## src/rtl/vinstru_mch_if.sv

```systemverilog
// -----------------------------------------------------------------------------
// vinstru_mch_if
//
// Purpose: bundles the BRAM write port driven by the vinstru_mch capture
//          engine so the generator and the buffer it fills share one handle.
//
// Parameters:
//   AW        BRAM word-address width (byte address is AW+2 bits wide)
//
// Signals:
//   bram_clk  BRAM port clock (the generator clock, passed through)
//   bram_rst  BRAM port reset (the generator reset, passed through)
//   bram_en   write strobe, one 32-bit word per cycle while high
//   bram_we   byte write enables, 4'hF whenever bram_en is high
//   bram_addr byte address {word_address, 2'b00}
//   bram_din  sample word {ch[7:0], frame[7:0], sample[15:0]}
//
// Modports:
//   master    the capture engine (drives everything)
//   slave     the BRAM / observer (samples everything)
// -----------------------------------------------------------------------------
interface vinstru_mch_if #(
  parameter int AW = 12
);

  logic            bram_clk;
  logic            bram_rst;
  logic            bram_en;
  logic [3:0]      bram_we;
  logic [AW+1:0]   bram_addr;
  logic [31:0]     bram_din;

  modport master (
    output bram_clk,
    output bram_rst,
    output bram_en,
    output bram_we,
    output bram_addr,
    output bram_din
  );

  modport slave (
    input bram_clk,
    input bram_rst,
    input bram_en,
    input bram_we,
    input bram_addr,
    input bram_din
  );

endinterface : vinstru_mch_if

```

## src/rtl/vinstru_mch.sv

```systemverilog
// -----------------------------------------------------------------------------
// vinstru_mch
//
// Purpose: multi-channel virtual instrument. Generates NCH independent pulse
//          trains (optionally with pseudo-random noise) and writes them
//          channel-interleaved into a BRAM capture buffer. Supports
//          single-shot capture (stop after the buffer is full) and continuous
//          ring capture (wrap and keep going, done flags the first wrap).
//
// Optional feature macro:
//   VINSTRU_MCH_NOISE_EN  when defined, each channel carries a 16-bit Galois
//                         LFSR (mask 16'hB400) that advances on that channel's
//                         write cycle; noise term = lfsr & noise_amplitude.
//                         When undefined the noise term is 0 and
//                         noise_amplitude is ignored.
//
// Parameters:
//   NCH   channel count (1..16)
//   AW    BRAM word-address width, buffer depth 2^AW words
//   SEED  base LFSR seed, channel c uses SEED ^ (c+1)
//
// Ports:
//   clk              sole clock
//   reset            synchronous, active-high
//   enable           pulse term enable (0 forces the pulse term to 0)
//   run              level-sensitive capture request, starts on a rising edge
//   mode             0 single-shot, 1 continuous (latched at capture start)
//   pulse_period     NCH x 32, period in frames (0 behaves as 1)
//   pulse_width      NCH x 16, high time in frames
//   pulse_amplitude  NCH x 16, pulse level
//   noise_amplitude  NCH x 16, noise mask
//   done             capture complete / buffer wrapped at least once
//   busy             capture in progress
//   bram             BRAM write port (vinstru_mch_if master)
// -----------------------------------------------------------------------------
module vinstru_mch #(
  parameter int          NCH  = 4,
  parameter int          AW   = 12,
  parameter logic [15:0] SEED = 16'hACE1
) (
  input  logic                clk,
  input  logic                reset,
  input  logic                enable,
  input  logic                run,
  input  logic                mode,
  input  logic [NCH*32-1:0]   pulse_period,
  input  logic [NCH*16-1:0]   pulse_width,
  input  logic [NCH*16-1:0]   pulse_amplitude,
  input  logic [NCH*16-1:0]   noise_amplitude,
  output logic                done,
  output logic                busy,
  vinstru_mch_if.master       bram
);

  localparam int              CW        = (NCH > 1) ? $clog2(NCH) : 1;
  localparam logic [CW-1:0]   CH_LAST   = CW'(NCH - 1);
  localparam logic [AW-1:0]   ADDR_LAST = '1;

  typedef enum logic [1:0] {
    S_IDLE,
    S_CAPTURE,
    S_DONE
  } state_t;

  state_t          state_q, state_d;
  logic            run_q;
  logic            run_rise;
  logic            start;
  logic            writing;

  logic            mode_q;
  logic            wrapped_q;
  logic [AW-1:0]   waddr_q;
  logic [CW-1:0]   ch_q;
  logic [7:0]      frame_q;
  logic [31:0]     phase_q    [NCH];
  logic [31:0]     phase_last [NCH];

  logic [31:0]     period_q [NCH];
  logic [15:0]     width_q  [NCH];
  logic [15:0]     pamp_q   [NCH];

  logic [31:0]     cur_phase;
  logic [15:0]     pulse_term;
  logic [15:0]     noise_term;
  logic [16:0]     sum;
  logic [15:0]     sample;
  logic [31:0]     word;

  // ---------------------------------------------------------------------------
  // Pass-through clock/reset for the BRAM port
  // ---------------------------------------------------------------------------
  assign bram.bram_clk = clk;
  assign bram.bram_rst = reset;

  // ---------------------------------------------------------------------------
  // Run edge detection
  // ---------------------------------------------------------------------------
  // NOTE: sequential state uses non-blocking (<=) so every register samples the
  // pre-edge value of every other register, independent of statement order.
  always_ff @(posedge clk) begin
    if (reset) begin
      run_q <= 1'b0;
    end else begin
      run_q <= run;
    end
  end

  assign run_rise = run & ~run_q;

  // ---------------------------------------------------------------------------
  // FSM: state register
  // ---------------------------------------------------------------------------
  always_ff @(posedge clk) begin
    if (reset) begin
      state_q <= S_IDLE;
    end else begin
      state_q <= state_d;
    end
  end

  // ---------------------------------------------------------------------------
  // FSM: next state and control strobes
  // ---------------------------------------------------------------------------
  // NOTE: every output of this block gets a default before the case, so no
  // path leaves a variable unassigned and no latch is inferred.
  always_comb begin
    state_d = state_q;
    start   = 1'b0;
    writing = 1'b0;
    unique case (state_q)
      S_IDLE: begin
        if (run_rise) begin
          state_d = S_CAPTURE;
          start   = 1'b1;
        end
      end
      S_CAPTURE: begin
        // The word for the current slot is issued even on the abort cycle;
        // the registered outputs drop one cycle later.
        writing = 1'b1;
        if (!run) begin
          state_d = S_IDLE;
        end else if (!mode_q && (waddr_q == ADDR_LAST)) begin
          state_d = S_DONE;
        end
      end
      S_DONE: begin
        if (!run) begin
          state_d = S_IDLE;
        end
      end
      default: begin
        state_d = S_IDLE;
      end
    endcase
  end

  // ---------------------------------------------------------------------------
  // Per-channel parameter latch, loaded once per capture start so register
  // writes during a capture do not disturb it.
  // ---------------------------------------------------------------------------
  // NOTE: these holding registers have no reset: they are always loaded on
  // capture start before anything reads them, which keeps them free of reset
  // fan-out and lets them map onto plain flops or distributed RAM.
  always_ff @(posedge clk) begin
    if (start) begin
      for (int c = 0; c < NCH; c++) begin
        period_q[c] <= pulse_period[c*32 +: 32];
        width_q[c]  <= pulse_width[c*16 +: 16];
        pamp_q[c]   <= pulse_amplitude[c*16 +: 16];
      end
    end
  end

  // Last phase value per channel; a zero period behaves like a period of 1.
  always_comb begin
    for (int c = 0; c < NCH; c++) begin
      phase_last[c] = (period_q[c] == 32'd0) ? 32'd0 : period_q[c] - 32'd1;
    end
  end

  // ---------------------------------------------------------------------------
  // Capture counters: word address, channel slot, frame, per-channel phase
  // ---------------------------------------------------------------------------
  always_ff @(posedge clk) begin
    if (reset || start) begin
      waddr_q   <= '0;
      ch_q      <= '0;
      frame_q   <= '0;
      wrapped_q <= 1'b0;
      for (int c = 0; c < NCH; c++) begin
        phase_q[c] <= '0;
      end
    end else if (writing) begin
      // waddr wraps naturally at 2^AW; in single mode the FSM has already
      // left CAPTURE by then.
      waddr_q <= waddr_q + 1'b1;
      if (waddr_q == ADDR_LAST) begin
        wrapped_q <= 1'b1;
      end
      if (ch_q == CH_LAST) begin
        ch_q    <= '0;
        frame_q <= frame_q + 8'd1;
        for (int c = 0; c < NCH; c++) begin
          phase_q[c] <= (phase_q[c] >= phase_last[c]) ? 32'd0 : phase_q[c] + 32'd1;
        end
      end else begin
        ch_q <= ch_q + 1'b1;
      end
    end
  end

  always_ff @(posedge clk) begin
    if (reset) begin
      mode_q <= 1'b0;
    end else if (start) begin
      mode_q <= mode;
    end
  end

  // ---------------------------------------------------------------------------
  // Noise source
  // ---------------------------------------------------------------------------
`ifdef VINSTRU_MCH_NOISE_EN
  logic [15:0] lfsr_q [NCH];
  logic [15:0] namp_q [NCH];

  always_ff @(posedge clk) begin
    if (start) begin
      for (int c = 0; c < NCH; c++) begin
        namp_q[c] <= noise_amplitude[c*16 +: 16];
      end
    end
  end

  // Galois LFSR, right-shifting, taps 16'hB400. Seeds are never zero so the
  // sequence never locks up.
  always_ff @(posedge clk) begin
    if (reset || start) begin
      for (int c = 0; c < NCH; c++) begin
        lfsr_q[c] <= SEED ^ 16'(c + 1);
      end
    end else if (writing) begin
      for (int c = 0; c < NCH; c++) begin
        if (ch_q == CW'(c)) begin
          lfsr_q[c] <= lfsr_q[c][0] ? ((lfsr_q[c] >> 1) ^ 16'hB400) : (lfsr_q[c] >> 1);
        end
      end
    end
  end

  assign noise_term = lfsr_q[ch_q] & namp_q[ch_q];
`else
  logic unused_noise_amplitude;

  assign unused_noise_amplitude = ^noise_amplitude;
  assign noise_term             = 16'h0000;
`endif

  // ---------------------------------------------------------------------------
  // Sample datapath for the channel in the current slot
  // ---------------------------------------------------------------------------
  assign cur_phase  = phase_q[ch_q];
  // width >= period keeps the phase always below width: constant high.
  assign pulse_term = (enable && (cur_phase < {16'h0000, width_q[ch_q]})) ? pamp_q[ch_q] : 16'h0000;
  assign sum        = {1'b0, pulse_term} + {1'b0, noise_term};
  assign sample     = sum[16] ? 16'hFFFF : sum[15:0];
  assign word       = {8'(ch_q), frame_q, sample};

  // ---------------------------------------------------------------------------
  // Registered outputs, one cycle behind the FSM state
  // ---------------------------------------------------------------------------
  always_ff @(posedge clk) begin
    if (reset) begin
      done           <= 1'b0;
      busy           <= 1'b0;
      bram.bram_en   <= 1'b0;
      bram.bram_we   <= 4'h0;
      bram.bram_addr <= '0;
      bram.bram_din  <= 32'h0;
    end else begin
      unique case (state_q)
        S_CAPTURE: begin
          busy           <= 1'b1;
          bram.bram_en   <= 1'b1;
          bram.bram_we   <= 4'hF;
          bram.bram_addr <= {waddr_q, 2'b00};
          bram.bram_din  <= word;
          // Sticky in continuous mode from the first wrap onward; single
          // mode reports completion from DONE instead.
          done           <= mode_q & wrapped_q;
        end
        S_DONE: begin
          busy         <= 1'b0;
          bram.bram_en <= 1'b0;
          bram.bram_we <= 4'h0;
          done         <= 1'b1;
        end
        default: begin
          busy         <= 1'b0;
          bram.bram_en <= 1'b0;
          bram.bram_we <= 4'h0;
          done         <= 1'b0;
        end
      endcase
    end
  end

endmodule : vinstru_mch

```

## src/flat_wrapper.sv

```systemverilog
// flat-port wrapper written by rule: the top's interface ports become plain ports
module vinstru_mch_flat 
#(
  parameter int          NCH  = 4,
  parameter int          AW   = 12,
  parameter logic [15:0] SEED = 16'hACE1
)
  (clk, reset, enable, run, mode, pulse_period, pulse_width, pulse_amplitude, noise_amplitude, done, busy, bram_bram_clk, bram_bram_rst, bram_bram_en, bram_bram_we, bram_bram_addr, bram_bram_din);
  vinstru_mch_if #(.AW(AW)) bram_i ();
  input  logic clk;
  input  logic reset;
  input  logic enable;
  input  logic run;
  input  logic mode;
  input  logic [NCH*32-1:0] pulse_period;
  input  logic [NCH*16-1:0] pulse_width;
  input  logic [NCH*16-1:0] pulse_amplitude;
  input  logic [NCH*16-1:0] noise_amplitude;
  output logic done;
  output logic busy;
  output wire logic [$bits(bram_i.bram_clk)-1:0] bram_bram_clk;
  output wire logic [$bits(bram_i.bram_rst)-1:0] bram_bram_rst;
  output wire logic [$bits(bram_i.bram_en)-1:0] bram_bram_en;
  output wire logic [$bits(bram_i.bram_we)-1:0] bram_bram_we;
  output wire logic [$bits(bram_i.bram_addr)-1:0] bram_bram_addr;
  output wire logic [$bits(bram_i.bram_din)-1:0] bram_bram_din;
  assign bram_bram_clk = bram_i.bram_clk;
  assign bram_bram_rst = bram_i.bram_rst;
  assign bram_bram_en = bram_i.bram_en;
  assign bram_bram_we = bram_i.bram_we;
  assign bram_bram_addr = bram_i.bram_addr;
  assign bram_bram_din = bram_i.bram_din;
  vinstru_mch #(.NCH(NCH), .AW(AW), .SEED(SEED)) u_core (.clk(clk), .reset(reset), .enable(enable), .run(run), .mode(mode), .pulse_period(pulse_period), .pulse_width(pulse_width), .pulse_amplitude(pulse_amplitude), .noise_amplitude(noise_amplitude), .done(done), .busy(busy), .bram(bram_i));
endmodule
```

## config.mk

```make
export PLATFORM = sky130hd
export DESIGN_NAME = vinstru_mch_flat
export DESIGN_NICKNAME = d
export VERILOG_FILES = /design/src/rtl/vinstru_mch_if.sv /design/src/rtl/vinstru_mch.sv /design/src/flat_wrapper.sv
export SDC_FILE = /design/constraint.sdc
export NUM_CORES = 1
export LEC_CHECK = 0
export BUFFER_PORTS_ARGS = -buffer_cell sky130_fd_sc_hd__buf_4
export CAP_MARGIN = 40
export CORE_AREA = 2 2 215 217
export DETAILED_ROUTE_END_ITERATION = 8
export DIE_AREA = 0 0 217 219
export PLACE_DENSITY_LB_ADDON = 0.3
export SYNTH_ARGS = -nofsm -noshare
export SYNTH_HDL_FRONTEND = slang
export SYNTH_SLANG_ARGS = --single-unit
```

## constraint.sdc

```tcl
create_clock -name clk -period 14.7 [get_ports clk]
set_input_delay 0.735 -clock clk [delete_from_list [all_inputs] [get_ports clk]]
set_output_delay 0.735 -clock clk [all_outputs]
set_load 0.01 [all_outputs]
```

==> results of run 1 <==
==> logic make-up after synthesis <==
logic type      count (synthesis)  synth area share [%]
compound gates                165                  4.56
xor+xnor                      242                  8.65
fa+ha+maj                     161                  8.22
buf+inv                       137                  2.41
flops                         453                  52.7
mux                            77                  5.50
other cells                     1                0.0153
simple gates                  898                  17.9
==> report_power, final <==
| group | internal (uW) | switching, uW |
|---|---|---|
| clock | 726 | 505 |
| sequential | 1480 | 77.9 |
| combinational | 160 | 162 |
| total | 2370 | 745 |
==> worst max-delay path: stages <==
cell and delay, ns:
sky130_fd_sc_hd__clkbuf_16 0.12, sky130_fd_sc_hd__clkbuf_16 0.13, sky130_fd_sc_hd__buf_4 0.13
==> layer usage <==
metal  GRT usage (%)  part of all wire [%]  vias up
met1            30.1                    40     8542
li1                -                     -     8503
met5               0                     0        -
met2            42.2                    49      592
met3            5.71                   7.3      119
met4            9.29                   3.2        0
==> cells in the mapped netlist (55+ instances only) <==
library cell,number,area share (%)
sky130_fd_sc_hd__nor2_1,209,3.2
sky130_fd_sc_hd__inv_1,55,0.84
sky130_fd_sc_hd__nand4_1,60,1.5
sky130_fd_sc_hd__nor4_1,61,1.6
sky130_fd_sc_hd__nor3_1,116,2.4
sky130_fd_sc_hd__nand2_1,233,3.6
sky130_fd_sc_hd__dfxtp_1,69,5.6
sky130_fd_sc_hd__edfxtp_1,384,47
sky130_fd_sc_hd__xor2_1,146,5.2
sky130_fd_sc_hd__nand3_1,71,1.5
sky130_fd_sc_hd__xnor2_1,96,3.4
sky130_fd_sc_hd__ha_1,161,8.2
==> sequential cells by signal (all words and copies together) (netlist names), named ones only <==
signal	cells
u_core.bram.bram_addr	12
u_core.bram.bram_din	26
u_core.bram.bram_we	1
u_core.ch_q	2
u_core.done	1
u_core.frame_q	8
u_core.mode_q	1
u_core.pamp_q	64
u_core.period_q	128
u_core.phase_q	128
u_core.run_q	1
u_core.state_q	2
u_core.waddr_q	12
u_core.width_q	64
u_core.wrapped_q	1
==> cell usage in the layout (no fill, tap or decap), drive strengths merged, types with 60 or more instances in the layout <==
cell type  instances
nand3             71
nor3             116
nor2             209
dfxtp             69
nand2            233
buf              333
nand4             60
clkbuf            72
xor2             146
ha               161
edfxtp           384
xnor2             96
nor4              62
==> path summary, 6_finish.rpt <==
path              depth (start not counted)                                    end  slack [ns]                                   from
setup reg to reg                         14    u_core.phase_q[1][10]$_SDFFCE_PP0P_       10.04       u_core.period_q[1][19]$_DFFE_PP_
hold reg to reg                           1  u_core.bram.bram_din[15]$_SDFFE_PP0P_        0.48  u_core.bram.bram_din[15]$_SDFFE_PP0P_
hold / removal                            1       u_core.period_q[0][23]$_DFFE_PP_        0.22                       pulse_period[23]
setup / recovery                          3                          bram_bram_clk        6.24                                    clk
==> through the flow <==
step	setup WS [ns]	power, uW	hold slack, ns	instances	area, um^2
3_3_place_gp	6.50	1890	0.464	2984	27400
4_1_cts	6.23	3140	0.176	3082	29100
5_1_grt	6.23	3230	0.184	3083	29100
6_report	6.24	3120	0.217	3083	29100
2_1_floorplan	3.04	1790	0.441	2141	24500
3_5_place_dp	6.50	1920	0.470	2991	27500
==> cell type report <==
type,count,area (um^2),share of cell area (%)
Tap cell,600,751,2.58
Clock buffer,73,1460,5.01
Sequential cell,453,12900,44.4
Inverter,55,206,0.709
Multi-Input combinational cell,1551,11100,38.0
Clock inverter,19,165,0.567
Timing Repair Buffer,332,2560,8.78
==> flow_summary.toml, run 1 <==
[floorplanning]
rows = 78
die_area_mm2 = 0.0475
start_util_pct = 54.3
top_level_ports = 380
core_region_area_mm2 = 0.0451
dieHeight_um = 219
overall_die_width_um = 217

[cells_and_area]
postLayoutCoreUtil_pct = 64.6
drive_above_1_share_pct = 19.5
filler_cell_count = 3398
synthToLayoutAreaGrowth_pct = 18.9
antenna_cells_inserted = 0
layout.nets = 2931

[synth]
post_synthesis_register_bit_count = 453
synth_flop_cell = "sky130_fd_sc_hd__edfxtp_1"
netlist-cell-type-count = 60
synthesis.area_per_instance_um2 = 11.5
syn-instance-count = 2134
yosys_warnings = 0
synth_seq_area_share_pct = 52.7
synth_async_reset_ratio_pct = 0
synth_enable_flop_cells = 384
cell_area_after_technology_mapping_mm2 = 0.0245

[sta]
worst_slew_margin_rel_pct = 36.0
setup_total_negative_slack_ns = 0
tightest_slew_ns = 0.951
grt_setup_unrepaired = "false"
final_hold_viol_count = 0
finalSetupViolations = 0
clock-skew-final_ns = 0.0185
final_max_slew_viol_count = 0

[critical_path]
arrival_ns = 7.73
timing_worst_setup_path_type = "clock port to output port"
cp_max_fo = 2
worst-endpoint-required_ns = 13.97
end_kind = "output port"
crit_start_category = "clock port"

[run_status]
outcome = "complete, no violations"

[power_and_ir_drop]
cellPowerDensity_mw_per_mm2 = 107
power.static_leakage_uw = 0.0115
vdd_drop_max_uv = 132

[routing]
ratio_of_routed_vias_to_standard_cells = 5.76
num_vias = 17756
remaining_antenna_violation_count = 0
post-route-drc-count = 0
drt-wirelength-per-cell_um = 19.0
drt_pre_antenna_iters = 5
drt_iter0_markers = 1228
route.final.wire_length_um = 58500

[place]
port-buffer-count = 307
place_hpwl_um = 43700
gpl.final_weighted_congestion = 0.884

[grt]
grt_overflow = 0
wire_length_of_the_first_global_routing_pass_um = 91900
grt.total_usage_pct = 24.5
vias_in_the_first_global_route = 17754
grt_antenna_before_repair = 0
largest_net_degree_at_the_start_of_global_routing = 71

[hold_path]
min_path_type = "input port to flop"

[clock_network]
tritoncts_clock_tree = "yes"
post_cts_resized = 0
hold_buffers = 0
clk-insertion-delay-late_ns = 0.69
cts.reportedPaths.clkPinSlew_ns = 0.06
postCtsSetupRepairBufs = 0

[job]
drv_cap = 0
Note: power is estimated with default switching activity, not from simulation.
==> inputs of run 2 (changes only) <==
ABC_AREA = 1   (was unset)
CORE_AREA = 2 2 227 229   (was 2 2 215 217)
DIE_AREA = 0 0 229 231   (was 0 0 217 219)
clock period = 7.5 ns   (was 14.7 ns; I/O delays follow)
==> run 2 against run 1 <==
- first-iteration DRC count rose by 59%
- non-clock buffer count up 247
- register-to-register slack got worse by 6.7 ns
- largest cell class unchanged
==> flow_summary.toml, run 2 <==
[sta]
clock-skew-final_ns = 0.0502
tightest_slew_ns = 0.911
whs_ns = 0.0450
setup_ws_ns = 2.99
finalSetupViolations = 0
final_max_slew_viol_count = 0
setup_total_negative_slack_ns = 0
worst_slew_margin_rel_pct = 39.3
grt_setup_unrepaired = "false"
final_hold_viol_count = 0

[hold_path]
min_path_type = "input port to flop"
hold-path-cell-count = 2

[synth]
synth_common_cells = "sky130_fd_sc_hd__nor2_1, sky130_fd_sc_hd__nand2_1, sky130_fd_sc_hd__edfxtp_1, sky130_fd_sc_hd__inv_1, sky130_fd_sc_hd__a21oi_1"
synth_enable_flop_cells = 384
syn-instance-count = 2990
synth_top_area_share_pct = 43.4
most_numerous_cell_in_the_yosys_netlist = "sky130_fd_sc_hd__nor2_1"
synth_flop_cell = "sky130_fd_sc_hd__edfxtp_1"
synth.area.top_cells = "sky130_fd_sc_hd__edfxtp_1, sky130_fd_sc_hd__ha_1, sky130_fd_sc_hd__nor2_1"
netlist.top_cell.by_area = "sky130_fd_sc_hd__edfxtp_1"
synth_seq_area_share_pct = 48.6
cell_area_after_technology_mapping_mm2 = 0.0265
synthesis.area_per_instance_um2 = 8.88
yosys_warnings = 0
post_synthesis_register_bit_count = 453
synth_async_reset_ratio_pct = 0
netlist-cell-type-count = 56

[floorplanning]
top_level_ports = 380
overall_die_width_um = 229
dieHeight_um = 231
core_region_area_mm2 = 0.0507
die_area_mm2 = 0.0529
start_util_pct = 52.4
rows = 83

[clock_network]
cts.reportedPaths.clkPinSlew_ns = 0.07
clk-insertion-delay-late_ns = 0.74
tritoncts_clock_tree = "yes"
postCtsSetupRepairBufs = 0
post_cts_resized = 0

[run_status]
outcome = "complete, no violations"

[power_and_ir_drop]
cellPowerDensity_mw_per_mm2 = 250
power.static_leakage_uw = 0.0137
vdd_drop_max_uv = 225

[routing]
post-route-drc-count = 0
remaining_antenna_violation_count = 0
num_vias = 23628
drt_pre_antenna_iters = 5
ratio_of_routed_vias_to_standard_cells = 5.53
drt_iter0_markers = 1947
drt-wirelength-per-cell_um = 18.1
route.final.wire_length_um = 77200

[place]
port-buffer-count = 307
postPlaceCellArea_mm2 = 0.0295
pre_cts_ws_ns = 3.26
place_hpwl_um = 52200
gpl.final_weighted_congestion = 0.911

[cells_and_area]
synthToLayoutAreaGrowth_pct = 27.3
drive_above_1_share_pct = 14.8
postLayoutCoreUtil_pct = 66.7
finish.instance_area_mm2 = 0.0338
filler_cell_count = 3897
most-common-layout-cells = "sky130_fd_sc_hd__nor2_1, sky130_fd_sc_hd__nand2_1, sky130_fd_sc_hd__edfxtp_1"
layout_top_registers = "u_core.period_q: 128 flops, u_core.phase_q: 128 flops"
mostFrequentLayoutCell = "sky130_fd_sc_hd__nor2_1"
layout.nets = 4034

[critical_path]
arrival_ns = 4.13
cp_max_fo = 2
timing_worst_setup_path_type = "clock port to output port"
r2r_worst_path_depth = 12
end_kind = "output port"
crit_start_category = "clock port"
worst-endpoint-required_ns = 7.12

[grt]
grt_overflow = 0
wire_length_of_the_first_global_routing_pass_um = 121000
vias_in_the_first_global_route = 23119
grt.total_usage_pct = 28.7
largest_net_degree_at_the_start_of_global_routing = 138
grt_antenna_before_repair = 7

[job]
drv_cap = 0
==> run 2: cell count changes in the layout (fill, tap and decap cells not counted), sizes merged, moves of 138 or more <==
cell and change:
nand2 +230, inv +256, a21oi +138, dlygate4sd3 +258, nor2 +320
==> run 2: worst max-delay path, cell delays in order <==
cell and delay, ns:
sky130_fd_sc_hd__clkbuf_16 0.12, sky130_fd_sc_hd__clkbuf_16 0.13, sky130_fd_sc_hd__buf_4 0.13
==> run 2: area by class of cell <==
cell class	instances	area [um^2]	share of cell area (%)
multi-input combinational	2146	12100	35.8
tap	680	851	2.52
clock inverter	27	320	0.948
antenna	4	10.0	0.0296
timing repair buffer	579	5030	14.9
clock buffer	67	1390	4.12
sequential	453	12900	38.2
inverter	315	1190	3.52
==> run 2: what timing repair did <==
action	4_1_cts	5_1_grt
endpoints found under the setup margin	0	0
endpoints found under the hold margin	258	0
hold buffers	258	0
==> run 2: logic make-up after synthesis <==
kind of cell | synth area share (%)
other cells | 0.0141
xor+xnor | 4.58
flops | 48.6
compound gates | 8.18
fa+ha+maj | 7.59
buf+inv | 5.93
simple gates | 25.1
==> run 2: layer usage <==
layer	track usage, %	share of wire (%)	vias up	wire (um)
li1	-	-	11366	-
met1	37.2	42	11097	32300
met2	48.5	48	992	36800
met3	4.61	7.2	167	5550
met4	10.7	3.4	6	2600
met5	0	0.048	-	37
==> run 2: power breakdown <==
| part | internal (uW) | total [uW] | switching (uW) | leakage [uW] |
|---|---|---|---|---|
| combinational | 852 | 2190 | 1340 | 0.00855 |
| sequential | 3270 | 3710 | 437 | 0.00432 |
| clock | 1490 | 2570 | 1080 | 0.000827 |
| total | 5610 | 8470 | 2850 | 0.0137 |
==> run 2: metrics by stage <==
step                cells  total power [uW]
floorplan            2997              5090
global placement     3914              5670
detailed placement   3916              5770
CTS                  4267              8420
global route         4270              8890
finish               4271              8470
==> run 2: final timing paths <==
kind	start	endpoint	slack, ns
worst max-delay path	clk	bram_bram_clk	2.99
worst min register to register	u_core.bram.bram_addr[6]$_SDFFE_PP0P_	u_core.bram.bram_addr[6]$_SDFFE_PP0P_	0.47
worst min-delay path	reset	u_core.run_q$_SDFF_PP0_	0.05
worst max register to register	flop	u_core.bram.bram_din[12]$_SDFFE_PP0P_	3.37
